**src/rtl/serial_mag_comparator.sv**
```systemverilog
// Multi-cycle MSB-first magnitude comparator: one SLICE-bit digit per clock through an equal/greater cascade.
// Optional build macro EARLY_EXIT_EN: finish as soon as the first differing digit decides the result.
module serial_mag_comparator #(
  parameter int WIDTH  = 8,
  parameter int SLICE  = 1,
  parameter int SIGNED = 0
) (
  input  logic             clk,
  input  logic             rst,
  input  logic             start,
  input  logic [WIDTH-1:0] a,
  input  logic [WIDTH-1:0] b,
  output logic             busy,
  output logic             done,
  output logic             eq,
  output logic             gt,
  output logic             lt
);

  localparam int S  = WIDTH / SLICE;
  localparam int CW = (S > 1) ? $clog2(S) : 1;
  localparam logic [CW-1:0] CNT_INIT = CW'(S - 1);
  // Flipping the sign bit maps two's complement onto offset binary, so the unsigned cascade orders signed values.
  localparam logic [WIDTH-1:0] MSB_FLIP = (SIGNED != 0) ? {1'b1, {(WIDTH-1){1'b0}}} : '0;

  typedef enum logic [1:0] {IDLE, RUN, DONE} state_t;

  state_t           r_state;
  state_t           w_next;
  logic             w_load;
  logic             w_last;
  logic [CW-1:0]    r_cnt;
  logic             r_e;
  logic             r_g;
  logic             r_eq;
  logic             r_gt;
  logic             r_lt;
  logic [WIDTH-1:0] r_a;
  logic [WIDTH-1:0] r_b;
  logic [SLICE-1:0] w_a_d;
  logic [SLICE-1:0] w_b_d;
  logic             w_e_upd;
  logic             w_g_upd;

  assign w_a_d   = r_a[WIDTH-1 -: SLICE];
  assign w_b_d   = r_b[WIDTH-1 -: SLICE];
  assign w_e_upd = r_e & (w_a_d == w_b_d);
  assign w_g_upd = r_g | (r_e & (w_a_d > w_b_d));

`ifdef EARLY_EXIT_EN
  assign w_last = (r_cnt == '0) | ~w_e_upd;
`else
  assign w_last = (r_cnt == '0);
`endif

  always_comb begin
    w_next = r_state;
    w_load = 1'b0;
    case (r_state)
      IDLE: begin
        if (start) begin
          w_next = RUN;
          w_load = 1'b1;
        end
      end
      RUN:     if (w_last) w_next = DONE;
      DONE:    w_next = IDLE;
      default: w_next = IDLE;
    endcase
  end

  always_ff @(posedge clk) begin
    if (rst) begin
      r_state <= IDLE;
      r_cnt   <= '0;
      r_e     <= 1'b0;
      r_g     <= 1'b0;
      r_eq    <= 1'b0;
      r_gt    <= 1'b0;
      r_lt    <= 1'b0;
    end else begin
      r_state <= w_next;
      if (w_load) begin
        r_cnt <= CNT_INIT;
        r_e   <= 1'b1;
        r_g   <= 1'b0;
        r_eq  <= 1'b0;
        r_gt  <= 1'b0;
        r_lt  <= 1'b0;
      end else if (r_state == RUN) begin
        r_e <= w_e_upd;
        r_g <= w_g_upd;
        if (w_last) begin
          r_eq <= w_e_upd;
          r_gt <= w_g_upd;
          r_lt <= ~w_e_upd & ~w_g_upd;
        end else begin
          r_cnt <= r_cnt - 1'b1;
        end
      end
    end
  end

  // Operand shift registers carry no reset; they are reloaded on every accepted start.
  always_ff @(posedge clk) begin
    if (w_load) begin
      r_a <= a ^ MSB_FLIP;
      r_b <= b ^ MSB_FLIP;
    end else if (r_state == RUN) begin
      r_a <= r_a << SLICE;
      r_b <= r_b << SLICE;
    end
  end

  assign busy = (r_state != IDLE);
  assign done = (r_state == DONE);
  assign eq   = r_eq;
  assign gt   = r_gt;
  assign lt   = r_lt;

endmodule

```
**config.mk**
```make
export PLATFORM = sky130hd
export DESIGN_NAME = serial_mag_comparator
export DESIGN_NICKNAME = d
export VERILOG_FILES = /design/src/rtl/serial_mag_comparator.sv
export SDC_FILE = /design/constraint.sdc
export NUM_CORES = 1
export LEC_CHECK = 0
export CAP_MARGIN = 20
export CORE_MARGIN = 5
export CORE_UTILIZATION = 50
export DETAILED_ROUTE_END_ITERATION = 16
export HOLD_SLACK_MARGIN = 0.02
export PLACE_DENSITY = 0.85
export SYNTH_ARGS = -nofsm -noshare
export SYNTH_HDL_FRONTEND = slang
export SYNTH_SLANG_ARGS = --single-unit
export TNS_END_PERCENT = 5
```
**constraint.sdc**
```tcl
create_clock -name clk -period 2.05 [get_ports clk]
set_clock_uncertainty 0.05 [all_clocks]
set_input_delay 0.3075 -clock clk [delete_from_list [all_inputs] [get_ports clk]]
set_output_delay 0.3075 -clock clk [all_outputs]
set_load 0.1 [all_outputs]
```
# [Word level (Yosys, flattened, before mapping)]
# Index checks and enable logic that the tools add are counted.
[totals] wordCells=45 regBits=26 out_inout_bits=5
[classes] magnitude_cmp=1 add_sub_neg=1 n_eq_ne=6 n_mux=14 bitwise_logic=6 reduce_logical=8
[op_table] op="2-to-1 mux 8 bit" count=4
[op_table] op="2-to-1 mux 3 bit" count=3
[op_table] op="!= test 2 bit (second input constant)" count=3
[op_table] op="AND reduction 2 bit" count=3
[op_table] op="2-to-1 mux 1 bit" count=4
[op_table] op="2-to-1 mux 2 bit" count=2
[op_table] op="case mux 2 bit (2 select lines)" count=1
[op_table] op="nonzero test 2 bit" count=2
[op_table] op="AND 1 bit" count=3
[op_table] op="zero test 3 bit" count=1
[op_table] op="subtractor 3 x 1 -> 3 bit (second input constant)" count=1
[op_table] op="equality test 2 x 1 -> 1 bit (second input constant)" count=1
[op_table] op="equality test 2 bit (second input constant)" count=1
[op_table] op="zero test 2 bit" count=1
[op_table] op="inverter 1 bit" count=2
[op_table] op="OR reduction 2 bit" count=1
[op_table] op="equality test 1 bit" count=1
[op_table] op="> comparator 1 bit" count=1
[op_table] op="bitwise OR 1 bit" count=1

# [Logic depth before layout (Yosys ltp)]
[depth] word_depth=5 depth_mapped=5 ltp_nobuf=5

# [Worst setup path before layout]
# Ideal clock, no wire load.
[synth_path] kind="register to output" startpoint="register r_state[1]" endpoint="output port done" t_required_ns=1.692 path_buffers=0 path_slack_ns=0.006 stages_incl_launch_ff=3 t_arrival_ns=1.686 path_cell_list="dfxtp_1 inv_1 nor2_1"
[synth_via] elab_chain_len=1
[synth_lines] element="start: declaration" line_no="28" source="state_t r_state;"
[synth_lines] element="start signal: assignment" line_no="82" source="r_state <= w_next;"
[synth_lines] element="equality test 2 bit" line_no="116" source="assign done = (r_state == DONE);"
[synth_lines] element="end: declaration" line_no="14" source="output logic done,"
# No other way between the ends.

# [Worst setup path after layout]
# Ends and elaborated chain as after synthesis.

==> impl_metrics.yaml <==
outcome:
  status: "finished, final reports clean"
logic_synthesis:
  syn_nets: 111
  netlist_instances: 89
  ys_types: 29
  ys_seq_area_share_pct: 57.20
  avgSynthCellArea_um2: 13.37
  synth_top_area_share_pct: 40.38
  syn_area_um2: 1190
  synth_top_area_cell: "edfxtp_1"
  ys_ff_latch: 26
  ys_top_cells_by_area: "edfxtp_1 (40%), dfxtp_1 (17%), mux2_2 (12%), a2111oi_4 (4.6%), ha_1 (3.2%)"
  ys_warn_count: 0
detailed_routing:
  drt-total-wl_mm: 2.102
  ant_nets: 0
  drc: 0
  wl_per_cell_um: 14.70
  dr.pass1.iters: 4
  via_per_inst: 5.434
  drt_iter0_markers: 29
  vias: 777
floorplanning:
  initial_utilization_pct: 53.28
  die_h_um: 58.79
  die_area_um2: 3456
  rows: 17
  core-area_um2: 2233
  die_w_um: 58.79
  io_pins: 24
power:
  powerDensity_nw_per_um2: 882.6
  ir_drop_v: 0.0005597
  p_leak_nw: 0.5561
sta:
  slew_viol_final: 0
  worst-slew-pin-transition_ns: 0.5336
  setup_viol: 0
  fin_crit_ns: 1.622
  fin_crit_sh_pct: 79.14
  setup-tns-final_ns: 0
  fmax_ghz: 0.6164
  rsz0062_at_grt: "no"
  finalHoldViolCount: 0
  maxSlewHeadroom_pct: 64.32
  hold_slack_ns: 0.4466
clocking:
  numCtsBuffers: 3
  path_clk_slew_ns: 0.15
  cts_setup_buffers: 0
  clockRootBuffer: "clkbuf_4"
  cts_sinks: 26
  postCtsHoldBufs: 0
  clockBufferDepth: 2
  cts_tree: "yes"
  cts.htree.levels: 1
  worstSkewPairLatency_ns: 0.33
  ctsResizeCount: 0
placement:
  gp_congestion: 0.7103
  portBuffers: 23
  dp_hpwl_mm: 1.533
global_route:
  grt_usage_pct: 13.50
  antenna_found_initial: 0
  grt_first_pass_wirelength_mm: 3.553
  grt_pass1_vias: 791
  overflow: 0
  grt_max_degree: 22
critical_path:
  start_kind: "flop"
  path_delay_family: "flip-flops"
  crit_fanout: 5
  crit_slowest_cell: "dfxtp_1"
  crit_chain: "inv_1 -> nor2_1 -> buf_12"
  critPathKind: "reg -> out"
  worstPathArrival_ns: 1.26
  cp.required_ns: 1.69
  slowest_delay_ns: 0.44
  cp-end-kind: "output port"
  critPathBufInv: 2
finish:
  final_common_cell: "clkdlybuf4s50_1"
  fin_nets: 138
  diodes: 0
  syn_to_final_growth_pct: 28.60
  layout-drive-gt1-share_pct: 27.83
  layout.cells.most_common_list: "clkdlybuf4s50_1 (18), edfxtp_1 (16), mux2_2 (13)"
job:
  max_cap_viol_count: 0
hold_path:
  hp-class: "reg -> reg"
-- path summary, 6_finish.rpt --
check	startpoint	endpoint	slack [ns]	cells past startpoint
worst max-delay path	r_state[1]	done	0.43	3
worst min-delay path	eq	eq	0.45	2
worst max register to register	r_a[7]	lt	0.50	4
worst min register to register	eq	eq	0.45	2
-- worst min-delay path, stage by stage (launching register included) --
cell and delay, ns:
dfxtp_1 0.34, nand2b_1 0.07, a211oi_1 0.06
-- metal layers --
metal | global-route usage (%) | up-vias | share of wire [%]
met5 | 0 | - | 0
met4 | 6.796 | 0 | 2.5
met3 | 2.632 | 6 | 4.5
met2 | 22.24 | 18 | 52
met1 | 16.74 | 374 | 41
li1 | - | 379 | -
-- Yosys cell counts --
cell type and number:
ha_1 3, or2_2 1, a21oi_1 3, or3_1 1, nand3_1 1, dfxtp_1 10, nor2_1 2, nand2_1 4
or4_1 1, a211oi_1 1, a2111oi_4 2, edfxtp_1 16, nor2_2 2, a31oi_1 2, buf_2 2, nor2b_1 3
o21ai_0 4, mux2_1 1, nor3b_2 1, nor3_1 1, buf_4 1, mux2_2 13, nand2b_1 2, o311ai_1 1
nand2b_2 1, and4bb_4 1, inv_1 6, and2_1 2, a41oi_1 1
-- cell families after synthesis --
logic type               after synthesis  share of synthesized area, %
buffers and inverters                  9                         3.365
AO/OA/AOI/OAI                         14                         10.73
multiplexers                          14                         13.25
AND/OR/NAND/NOR                       23                         12.30
adder cells (fa/ha/maj)                3                         3.155
flip-flops                            26                         57.20
-- state kept, by name, summed over array words and instances (netlist names) --
signal,count
lt,1
r_a,8
r_b,8
r_cnt,3
gt,1
r_e,1
eq,1
r_state,2
r_g,1
-- metrics by stage --
stage | util, % | worst slack (ns) | instances | cell area, um2 | power, W
after floorplan | - | 0.006190 | 89 | 1190 | 0.0008986
after global placement | 66.16 | 0.1826 | 139 | 1478 | 0.0009919
after detailed placement | 66.16 | 0.1472 | 139 | 1478 | 0.001010
after CTS | 68.52 | 0.4135 | 143 | 1530 | 0.001363
after global routing | 68.52 | 0.3563 | 143 | 1530 | 0.001423
final | 68.52 | 0.4276 | 143 | 1530 | 0.001351
-- power by group --
group	total, W	switching (W)	internal [W]	leakage [nW]
Combinational	0.000316	0.000166	0.000149	0.288
Sequential	0.000679	0.0000305	0.000648	0.240
Clock	0.000356	0.000158	0.000198	0.0279
Total	0.00135	0.000355	0.000995	0.556
-- final cells by class --
type | instances | area [um2]
fillers | 172 | 703.2
flip-flops and latches | 26 | 680.7
multi-input cells | 54 | 469.2
repair buffers | 25 | 270.3
well taps | 28 | 35.03
clock inverters | 1 | 30.03
clock buffers | 3 | 22.52
inverters | 6 | 22.52
Note: power is estimated with default switching activity, not from simulation.
